**src/rtl/oser10_pkg.sv**
```systemverilog
// Shared types and constants for the OSER10 word feeder.
package oser10_pkg;

  localparam int unsigned WORD_W = 10;
  localparam int unsigned DIV    = 5;

  localparam logic [WORD_W-1:0] IDLE_WORD_DEFAULT = 10'h2AA;

  typedef enum logic [1:0] {
    HOLD   = 2'd0,
    IDLE   = 2'd1,
    STREAM = 2'd2
  } state_t;

endpackage

```
**src/rtl/oser10_feeder_pclk_div5.sv**
```systemverilog
// Divide-by-5 PCLK generator with a word-boundary marker (cnt == 4).
module pclk_div5
  import oser10_pkg::*;
(
  input  logic fclk_w,
  input  logic rst,
  output logic pclk_o,
  output logic boundary
);

  logic [2:0] cnt;
  logic       clk_a;
  logic       clk_b;

  // Free-running modulo-5 phase counter.
  always_ff @(posedge fclk_w) begin
    if (!rst) begin
      cnt <= '0;
    end else if (cnt == 3'(DIV - 1)) begin
      cnt <= '0;
    end else begin
      cnt <= cnt + 3'd1;
    end
  end

  assign clk_a = cnt[1];

  // Half-cycle delayed copy of clk_a; OR-ing both stretches the high phase to 2.5 cycles.
  always_ff @(negedge fclk_w) begin
    if (!rst) begin
      clk_b <= 1'b0;
    end else begin
      clk_b <= clk_a;
    end
  end

  assign pclk_o   = clk_a | clk_b;
  assign boundary = (cnt == 3'(DIV - 1));

endmodule

```
**src/rtl/oser10_feeder.sv**
```systemverilog
// OSER10 word scheduler: PCLK generation, start-up reset hold, input FIFO
// and one word per PCLK period onto the serializer parallel inputs.
module oser10_feeder
  import oser10_pkg::*;
#(
  parameter int unsigned          DEPTH          = 4,
  parameter logic [WORD_W-1:0]    IDLE_WORD      = IDLE_WORD_DEFAULT,
  parameter int unsigned          STARTUP_CYCLES = 20
) (
  input  logic              fclk_w,
  input  logic              rst,
  input  logic [WORD_W-1:0] in_data,
  input  logic              in_valid,
  output logic              in_ready,
  output logic              pclk_o,
  output logic [WORD_W-1:0] oser_d,
  output logic              oser_reset,
  output logic              word_strobe,
  output logic              underflow,
  output logic [1:0]        state_o
);

  localparam int unsigned PTR_W = $clog2(DEPTH);
  localparam int unsigned SU_W  = $clog2(STARTUP_CYCLES);

  logic              boundary;
  logic [WORD_W-1:0] mem [DEPTH];
  logic [PTR_W-1:0]  wptr;
  logic [PTR_W-1:0]  rptr;
  logic [PTR_W:0]    count;
  logic              push;
  logic              pop;
  logic              fifo_ne;
  logic [SU_W-1:0]   su_cnt;
  logic              su_done;

  state_t            state_q;
  state_t            state_d;
  logic [WORD_W-1:0] d_next;
  logic              ws_next;
  logic              uf_next;

  pclk_div5 u_div (
    .fclk_w   (fclk_w),
    .rst      (rst),
    .pclk_o   (pclk_o),
    .boundary (boundary)
  );

  assign in_ready = rst & (count != (PTR_W + 1)'(DEPTH));
  assign push     = in_valid & in_ready;
  assign fifo_ne  = (count != '0);

  // FIFO storage; no reset needed, validity is tracked by count.
  always_ff @(posedge fclk_w) begin
    if (push) begin
      mem[wptr] <= in_data;
    end
  end

  // FIFO pointers and occupancy.
  always_ff @(posedge fclk_w) begin
    if (!rst) begin
      wptr  <= '0;
      rptr  <= '0;
      count <= '0;
    end else begin
      if (push) begin
        wptr <= wptr + PTR_W'(1);
      end
      if (pop) begin
        rptr <= rptr + PTR_W'(1);
      end
      case ({push, pop})
        2'b10:   count <= count + (PTR_W + 1)'(1);
        2'b01:   count <= count - (PTR_W + 1)'(1);
        default: count <= count;
      endcase
    end
  end

  // Start-up window counter: counts fclk edges since rst rose, saturating.
  always_ff @(posedge fclk_w) begin
    if (!rst) begin
      su_cnt <= '0;
    end else if (state_q == HOLD && !su_done) begin
      su_cnt <= su_cnt + SU_W'(1);
    end
  end

  assign su_done = (su_cnt == SU_W'(STARTUP_CYCLES - 1));

  // Next-state, pop decision and next output word, evaluated per boundary.
  always_comb begin
    state_d = state_q;
    d_next  = oser_d;
    ws_next = 1'b0;
    uf_next = 1'b0;
    pop     = 1'b0;
    case (state_q)
      HOLD: begin
        if (boundary && su_done) begin
          state_d = IDLE;
        end
      end
      IDLE: begin
        if (boundary && fifo_ne) begin
          pop     = 1'b1;
          d_next  = mem[rptr];
          ws_next = 1'b1;
          state_d = STREAM;
        end
      end
      STREAM: begin
        if (boundary) begin
          if (fifo_ne) begin
            pop     = 1'b1;
            d_next  = mem[rptr];
            ws_next = 1'b1;
          end else begin
            d_next  = IDLE_WORD;
            uf_next = 1'b1;
            state_d = IDLE;
          end
        end
      end
      default: begin
        state_d = HOLD;
        d_next  = IDLE_WORD;
      end
    endcase
  end

  // State and registered outputs.
  always_ff @(posedge fclk_w) begin
    if (!rst) begin
      state_q     <= HOLD;
      oser_d      <= IDLE_WORD;
      word_strobe <= 1'b0;
      underflow   <= 1'b0;
    end else begin
      state_q     <= state_d;
      oser_d      <= d_next;
      word_strobe <= ws_next;
      underflow   <= uf_next;
    end
  end

  assign oser_reset = (state_q == HOLD);
  assign state_o    = state_q;

endmodule

```
**config.mk**
```make
export PLATFORM = sky130hd
export DESIGN_NAME = oser10_feeder
export DESIGN_NICKNAME = d
export VERILOG_FILES = /design/src/rtl/oser10_pkg.sv /design/src/rtl/oser10_feeder_pclk_div5.sv /design/src/rtl/oser10_feeder.sv
export SDC_FILE = /design/constraint.sdc
export NUM_CORES = 1
export LEC_CHECK = 0
export BUFFER_PORTS_ARGS = -buffer_cell sky130_fd_sc_hd__buf_4
export CORE_ASPECT_RATIO = 1.5
export CORE_UTILIZATION = 24
export CTS_CLUSTER_DIAMETER = 60
export CTS_CLUSTER_SIZE = 16
export DETAILED_ROUTE_END_ITERATION = 8
export SLEW_MARGIN = 5
export SYNTH_ARGS = -nofsm -noshare
export SYNTH_HDL_FRONTEND = slang
export SYNTH_SLANG_ARGS = --single-unit
```
**constraint.sdc**
```tcl
create_clock -name fclk_w -period 2.93 [get_ports fclk_w]
set_input_delay 0.293 -clock fclk_w [delete_from_list [all_inputs] [get_ports fclk_w]]
set_output_delay 0.293 -clock fclk_w [all_outputs]
set_load 0.01 [all_outputs]
```
==> results list, run 1 <==
* Iter 0 DRT Violations: 52
* Final Slew Violations: 0
- Clock Power Share: around half
* Count of antenna-violating nets left after detailed routing: 0
- Ratio of cells with drive above 1 in the final layout: 25.39%
- For the worst-skew pair, the clock arrives at the later sink with an insertion delay of 0.38 ns.
- The multi-input combinational cells in the finished layout cover a total of between 0.001 and 0.0015 mm^2.
* Fin Clk Skew: 0.05328 ns
- IR Drop Worst-Case VDD: 286.9 uV
- Main synth FF type: sky130_fd_sc_hd__edfxtp_1
- Maximum number of pins on one net before global-route repair: 27
- CTS built an H-tree with a depth of 3.
- Placement Rows: 50
- Wire length of the first global-routing pass: approximately 8700 um
* Cell-by-cell trace of the critical path: or2_2, buf_4
- Die Area: 0.01315 mm^2
* Routed length on met1: about 2300 um
- Total grt overflow: 0
* Warnings, synthesis: 0
- Max-slew headroom at the worst pin: between 50% and 60%
- Endpoint kind of the worst setup timing path: output pin
* Number of antenna violations at the first check in global routing: 0
* Number of buffer cells added on primary ports: 29
* Max Buffers Root-to-Sink: 2
- In this run the count of I/O pins placed on the die edge is 30.
- Post-detailed-routing wire length: roughly 5400 um
- Clock tree synthesis found a total of between 70 and 80 sinks.
* Required arrival time at the worst endpoint: ~2.6 ns
- Post-CTS Setup Inserts: 0
- The die is roughly 140 um tall.
- In this run the worst path has a maximum fanout of 1.
- Result of the run: completed
- The initial utilization of the core area, before any placement, comes to between 20% and 30%.
- Once placement finished, the instance area stood at 0.003416 mm^2.
- Post-synthesis average cell area: around 14 um^2
- In this run the power density over the cells is around 630 mW/mm^2.
- Met2 Routed Length: 2828 um
* Worst setup SP type: flip-flop
* HPWL after detailed placement: roughly 3800 um
- Category of cells accounting for the largest share of critical-path delay: flip-flops
- For the worst setup path, the data arrival time is roughly 2.5 ns.
- Distinct cell type count of the synthesized netlist: 43
* Worst Max-Slew Pin Slew: between 0.7 and 0.8 ns
* Max_cap viols: 0
* Routed met3 length: roughly 230 um
- Layout area overhead: 22.52%
- The number of antenna diodes in the final layout is 0.
- Cell internal power was estimated by the tool at approximately 1900 uW.
* Static Leakage: 0.001342 uW
- Sw power: about 470 uW
- Netlist area before placement: roughly 0.0030 mm^2
- Hold Fails Final Rpt: 0
- Combinational power share: between 4 and 5%
* FFs w/ async S/R, synth: 0%
- Once layout is complete, the utilization of the core stands at 29.96%.
* Die Span X: 93.96 um
* Register clock-pin slew on the reported worst setup and hold paths: about 0.06 ns
- The root buffer cell chosen for the clock tree is sky130_fd_sc_hd__clkbuf_16.
- Once layout is done, the placed cells without fillers occupy 0.003730 mm^2.
- Placer congestion estimate: roughly 0.70
* Number of enable-type register cells in the synthesized netlist: 40
* Portion of synthesized cell area occupied by the leading cell type: about two fifths
- Filler cell count in the final layout: roughly 1.2k
- Share of power burned in registers: a little under half
* Post-synthesis cell count: ~220
- Total number of vias: 1742
- Sw Ratio: 19.83%
* Count of buffer and inverter cells on the critical path: 1
- CTS tree: yes
- Min-Delay Path Class: primary input to flip-flop
* Synthesized flop and latch total: just over 70
* Library cell contributing the largest single delay on the critical path: sky130_fd_sc_hd__dfxtp_1
* Power after layout: about 2400 uW
* Setup-violating endpoint count in the final report: 0
* Wire length per cell after detailed routing: ~13 um
* Library cell occupying the most area in the post-synthesis netlist: sky130_fd_sc_hd__edfxtp_1
* Number of iterations in the first detailed-routing pass: 4
- For this run, the register share of the synthesized area comes to about 60%.
- When the netlist entered floorplanning its net count stood at approximately 240.
- Unrepaired setup endpoints after global routing: false
- After synthesis, the cell types taking the most area are sky130_fd_sc_hd__edfxtp_1, sky130_fd_sc_hd__dfxtp_1, sky130_fd_sc_hd__mux4_2.
- Number of global-route vias before repair: between 1.5k and 2k
- Kind of critical path: flip-flop to output pin
- After floorplanning, the core was sized to cover about 0.012 mm^2.
- Post-detailed-route via-to-cell ratio: around 4.2
* Post-cts resize count: 0
- Across the whole layout, storage elements account for roughly 0.0018 mm^2.
* Highest metal layer with signal wires: met4
- Number of clock buffers inserted by TritonCTS: 9
- Hold buffer count at cts: 0
- In the global route stage, overall resource usage came out at a little under 9%.
- For this run, the post-layout net count is 277.
* Final routed DRC violation total: 0
- On the worst path, the slowest cell contributes a delay of about 0.28 ns.
- Setup total negative slack on the finished layout was measured at 0 ns.
-- power groups by stage --
stage                     Sequential (uW)  Clock, uW  Combinational, uW
after floorplan                      1130       4.27               68.3
after global placement               1130       4.27               99.0
after detailed placement             1130       4.27                103
after CTS                            1110       1170                103
after global routing                 1110       1220                113
final                                1110       1140                100
-- per-stage QoR --
| step | cells | setup WS [ns] | hold slack (ns) |
|---|---|---|---|
| 2_1_floorplan | 217 | 0.6114 | 0.3919 |
| 3_3_place_gp | 396 | 0.4936 | 0.4389 |
| 3_5_place_dp | 396 | 0.4212 | 0.4403 |
| 4_1_cts | 412 | 0.1003 | 0.1553 |
| 5_1_grt | 412 | 0.08275 | 0.1548 |
| 6_report | 412 | 0.1149 | 0.1661 |
-- worst paths after layout --
kind / cells past startpoint / end / slack (ns) / startpoint
worst min-delay path: 1 / mem[3][8]$_DFFE_PP_ / 0.17 / in_data[8]
worst max-delay path: 2 / pclk_o / 0.11 / u_div.clk_b$_SDFF_NN0_
worst max register to register: 10 / count[2]$_SDFFE_PN0P_ / 0.41 / state_o[1]$_SDFFE_PN0P_
worst min register to register: 2 / oser_d[0]$_SDFFE_PN0P_ / 0.45 / oser_d[0]$_SDFFE_PN0P_
-- cell families after synthesis --
family / count (synthesis) / share of synthesized area [%]
AND/OR/NAND/NOR: 60 / 11.18
multiplexers: 13 / 8.426
XOR/XNOR: 8 / 2.302
adder cells (fa/ha/maj): 13 / 5.590
flip-flops: 72 / 60.50
AO/OA/AOI/OAI: 28 / 8.549
buffers and inverters: 23 / 3.452
-- synthesized netlist by cell type (3+ instances only) --
library cell / count
sky130_fd_sc_hd__clkbuf_1: 3
sky130_fd_sc_hd__o21ai_0: 3
sky130_fd_sc_hd__nor3b_1: 3
sky130_fd_sc_hd__xnor2_1: 5
sky130_fd_sc_hd__and2_1: 15
sky130_fd_sc_hd__nor2_1: 6
sky130_fd_sc_hd__nand2b_1: 4
sky130_fd_sc_hd__edfxtp_1: 40
sky130_fd_sc_hd__o21a_1: 3
sky130_fd_sc_hd__mux4_2: 10
sky130_fd_sc_hd__xor2_1: 3
sky130_fd_sc_hd__o21ai_1: 5
sky130_fd_sc_hd__o211a_1: 4
sky130_fd_sc_hd__or2_2: 3
sky130_fd_sc_hd__nand2_1: 14
sky130_fd_sc_hd__ha_1: 12
sky130_fd_sc_hd__dfxtp_1: 32
sky130_fd_sc_hd__inv_1: 17
sky130_fd_sc_hd__nor3_1: 3
-- cells in the final DEF, fill, tap and decap left out, drive strengths merged, types with 2 or more instances in the layout --
cell / count
or3: 3
mux2i: 2
a21boi: 2
dfxtp: 32
and3: 2
or2: 3
clkbuf: 10
nand2b: 4
nor2: 6
inv: 17
ha: 12
nor3: 3
o21a: 3
edfxtp: 40
nor3b: 4
o31a: 3
clkinv: 3
o21ai: 9
buf: 29
nand4: 2
o31ai: 3
nand2: 14
bufinv: 2
and2: 15
nor2b: 2
xnor2: 5
xor2: 3
mux4: 10
o211a: 4
-- area by class of cell --
class | count | share of cell area, %
tap | 156 | 5.233
clock inverter | 7 | 2.382
inverter | 16 | 1.610
multi-input combinational | 122 | 29.42
clock buffer | 10 | 6.139
timing repair buffer | 29 | 5.837
sequential | 72 | 49.38
-- worst register-to-register path, delay by kind of cell, from the launching register on --
family,cells,cell delay (ns)
AO/OA/AOI/OAI,1,0.16
adder cells (fa/ha/maj),3,0.91
XOR/XNOR,1,0.16
flip-flops,1,0.34
buffers and inverters,2,0.16
AND/OR/NAND/NOR,3,0.72
-- state kept, by name (all words and copies together) (netlist names), 2 cells and up, named ones only --
register	flops
state_o	2
count	3
mem	40
oser_d	10
rptr	2
wptr	2
su_cnt	5
u_div.cnt	3
-- per-layer routing --
| layer | track usage [%] | up-vias |
|---|---|---|
| met1 | 9.903 | 854 |
| met5 | 0 | - |
| met3 | 2.769 | 9 |
| met2 | 15.29 | 29 |
| li1 | - | 850 |
| met4 | 3.401 | 0 |
Note: power is estimated with default switching activity, not from simulation.
==> run 2: changes to the inputs <==
--- a/config.mk
+++ b/config.mk
@@ -6,7 +6,6 @@
 export NUM_CORES = 1
 export LEC_CHECK = 0
 export BUFFER_PORTS_ARGS = -buffer_cell sky130_fd_sc_hd__buf_4
-export CORE_ASPECT_RATIO = 1.5
 export CORE_UTILIZATION = 24
 export CTS_CLUSTER_DIAMETER = 60
 export CTS_CLUSTER_SIZE = 16
==> run 2 against run 1 <==
  * Worst setup slack got worse by 0.0031 ns
  * Critical path type unchanged
  * Critical path depth did not move
  * Largest cell class unchanged
  * Hold slack worse by 0.0038 ns
==> results list, run 2 (synthesis gave the netlist of run 1 again) <==
- Internal Power: 1791 uW
- Worst hold margin: 0.1624 ns
- For flop-to-flop paths, the worst setup slack is 0.37 ns.
- CTS tree: yes
* Number of iterations in the first detailed-routing pass: 3
- Count of antenna diodes in the layout: 0
* Fin Clk Skew: about 0.054 ns
- Measured along the y axis, the die boundary spans ~110 um.
- Worst path arrival time: 2.53 ns
- Util after Layout: a little under a third
* Combinational power share: about 4.5%
- Worst reg2reg startpoint: state_o[1]$_SDFFE_PN0P_
* Filler cell count in the final layout: 1248
- STA classifies the critical path endpoint as an output pin.
- The worst-case IR drop observed on VDD is 353.2 uV.
- Post-detailed-routing wire length: roughly 5500 um
- Final Slew Violations: 0
- The detailed router finished its first iteration with 75 violations.
* Capture endpoint of the worst hold path: mem[1][3]$_DFFE_PP_
* Required arrival time at the worst endpoint: 2.64 ns
* Wire length of the first global-routing pass: roughly 9000 um
- HPWL after detailed placement: around 3700 um
* Count of cells along the worst hold path: 1
- The core region is 0.01221 mm^2.
- For this design the total switching power over the nets is 474.6 uW.
- Cell total after placement: 408
- Initial core utilization: between 20% and 30%
- Placement Rows: 40
* Depth of the worst register-to-register path: 10
- Worst Max-Slew Pin Slew: just over 0.7 ns
- Across the run, the number of max-cap violations was 0.
- Hold buffer count at cts: 0
- Setup violations remaining at the end of the flow were counted as 0.
- In this run the horizontal extent of the chip is 114.6 um.
- Number of standard cells in the final layout excluding fillers: between 400 and 500
* Unrepaired setup endpoints after global routing: false
* Final routed DRC violation total: 0
- Flip-flop count of the largest register, all copies and words added: 40
- Clock Power Share: 46.5%
* Delay of the slowest cell on the worst path: 0.28 ns
- The worst setup path is of the flip-flop to output pin kind.
- The area growth from synthesis to layout is 22.32%.
* Count of buffer and inverter cells on the critical path: 1
- Total number of vias: 1748
* Sw Ratio: 20.95%
- Post-CTS repair changed the size of 0 cells.
- Clock-pin slew was measured on the worst setup and hold paths at about 0.060 ns.
- Max Buffers Root-to-Sink: 2
- The largest registers in the layout are mem (40), oser_d (10), su_cnt (5).
- Total grt overflow: 0
- The tightest min-delay check is of the primary input to flip-flop type.
* Reg-to-reg endpoint: count[2]$_SDFFE_PN0P_
* Result of the run: completed
- Register with the highest flop count: mem
- The number of global-route vias before repair came to between 1.5k and 2k.
* Leading cell type in the layout, fill and taps excluded: sky130_fd_sc_hd__edfxtp_1
- The worst setup path is launched from a flip-flop.
- The slowest stage of the critical path belongs to the cell sky130_fd_sc_hd__dfxtp_1.
* Max-slew headroom at the worst pin: 52.64%
* Number of buffer cells added on primary ports: 29
- Accumulated negative setup slack: 0 ns
- Placer congestion estimate: about 0.70
- Post-CTS Setup Inserts: 0
- Count of antenna-violating nets left after detailed routing: 0
* Cell-by-cell trace of the critical path: or2_2, buf_4
- After layout, the worst setup slack is around 0.11 ns.
- The post-route netlist has between 20% and 30% of its cells at a drive strength greater than 1.
- Pwr dens: 608.4 mW/mm^2
* Highest-count cells in the layout ignoring fill and taps: sky130_fd_sc_hd__edfxtp_1, sky130_fd_sc_hd__dfxtp_1, sky130_fd_sc_hd__buf_4, sky130_fd_sc_hd__inv_1, sky130_fd_sc_hd__and2_1
* Net count of the finished layout: about 280
- The kind of cell with the highest combined delay along the critical path is flip-flops.
* Maximum number of pins on one net before global-route repair: 27
- Global routing consumed, over all layers together, a little under a tenth of the routing resources.
- Clock sink total: 72
- CTS root buffer: sky130_fd_sc_hd__clkbuf_16
- Ports: 30
- Of the total power, registers draw around 49%.
- The count of final hold-check violations came to 0.
- After detailed routing, the number of vias per cell comes to about 4.1.
- In this run the most critical hold path is launched from in_data[3].
- Die Area: approximately 0.013 mm^2
- In this run the number of H-tree levels came out at 3.
- Wire length per cell after detailed routing: 12.96 um
- Worst setup slack before clock tree synthesis: 0.3886 ns
- Static Leakage: 0.001333 uW
* Number of clock buffers inserted by TritonCTS: 9
* Number of antenna violations at the first check in global routing: 0
- Worst-skew pair later-pin latency: 0.38 ns
* Critical path fanouts, max: 1
[run 2: changes by cell type in the layout (fill, tap and decap cells not counted)]
cell,delta
sky130_fd_sc_hd__bufinv_16,-2
sky130_fd_sc_hd__clkbuf_8,+1
sky130_fd_sc_hd__inv_6,+1
sky130_fd_sc_hd__clkbuf_16,+1
sky130_fd_sc_hd__clkinv_4,-1
[run 2: stage by stage]
step | total power (uW) | area [um^2]
after floorplan | 1198 | 3044
after global placement | 1235 | 3431
after detailed placement | 1240 | 3431
after CTS | 2296 | 3724
after global routing | 2355 | 3724
final | 2266 | 3724
[run 2: area by class of cell]
class / count / area [um^2] / area share [%]
Sequential cell: 72 / 1842 / 49.46
Multi-Input combinational cell: 122 / 1097 / 29.47
Clock inverter: 5 / 28.78 / 0.7728
Inverter: 16 / 60.06 / 1.613
Clock buffer: 12 / 267.8 / 7.191
Timing Repair Buffer: 29 / 217.7 / 5.847
Tap cell: 168 / 210.2 / 5.645
[run 2: worst max-delay path by stage]
stage | startpoint | to | slack, ns | cells past startpoint
after floorplan | state_o[1]$_SDFFE_PN0P_ | count[2]$_SDFFE_PN0P_ | 0.61 | 10
after global placement | u_div.clk_b$_SDFF_NN0_ | pclk_o | 0.50 | 2
after detailed placement | state_o[1]$_SDFFE_PN0P_ | count[2]$_SDFFE_PN0P_ | 0.39 | 10
after CTS | u_div.clk_b$_SDFF_NN0_ | pclk_o | 0.09 | 2
after global routing | u_div.clk_b$_SDFF_NN0_ | pclk_o | 0.08 | 2
final | u_div.clk_b$_SDFF_NN0_ | pclk_o | 0.11 | 2
[run 2: power groups by stage]
stage | combinational (uW) | sequential, uW | clock, uW
2_1_floorplan | 68.3 | 1130 | 4.27
3_3_place_gp | 100 | 1130 | 4.27
3_5_place_dp | 103 | 1130 | 4.27
4_1_cts | 104 | 1110 | 1080
5_1_grt | 116 | 1110 | 1130
6_report | 101 | 1110 | 1050
[run 2: per-layer routing]
layer / GRT usage (%) / routed length, um / vias up
met1: 11.69 / 2731 / 853
met4: 3.896 / 77 / 0
met3: 4.023 / 241 / 8
met2: 14.59 / 2443 / 32
met5: 0 / 0 / -
li1: - / - / 855
[run 2: worst register-to-register path, delay by kind of cell, from the launching register on]
kind	cells	cell delay, ns
buf+inv	2	0.18
simple gates	3	0.73
compound gates	1	0.16
flops	1	0.35
xor+xnor	1	0.16
fa+ha+maj	3	0.92
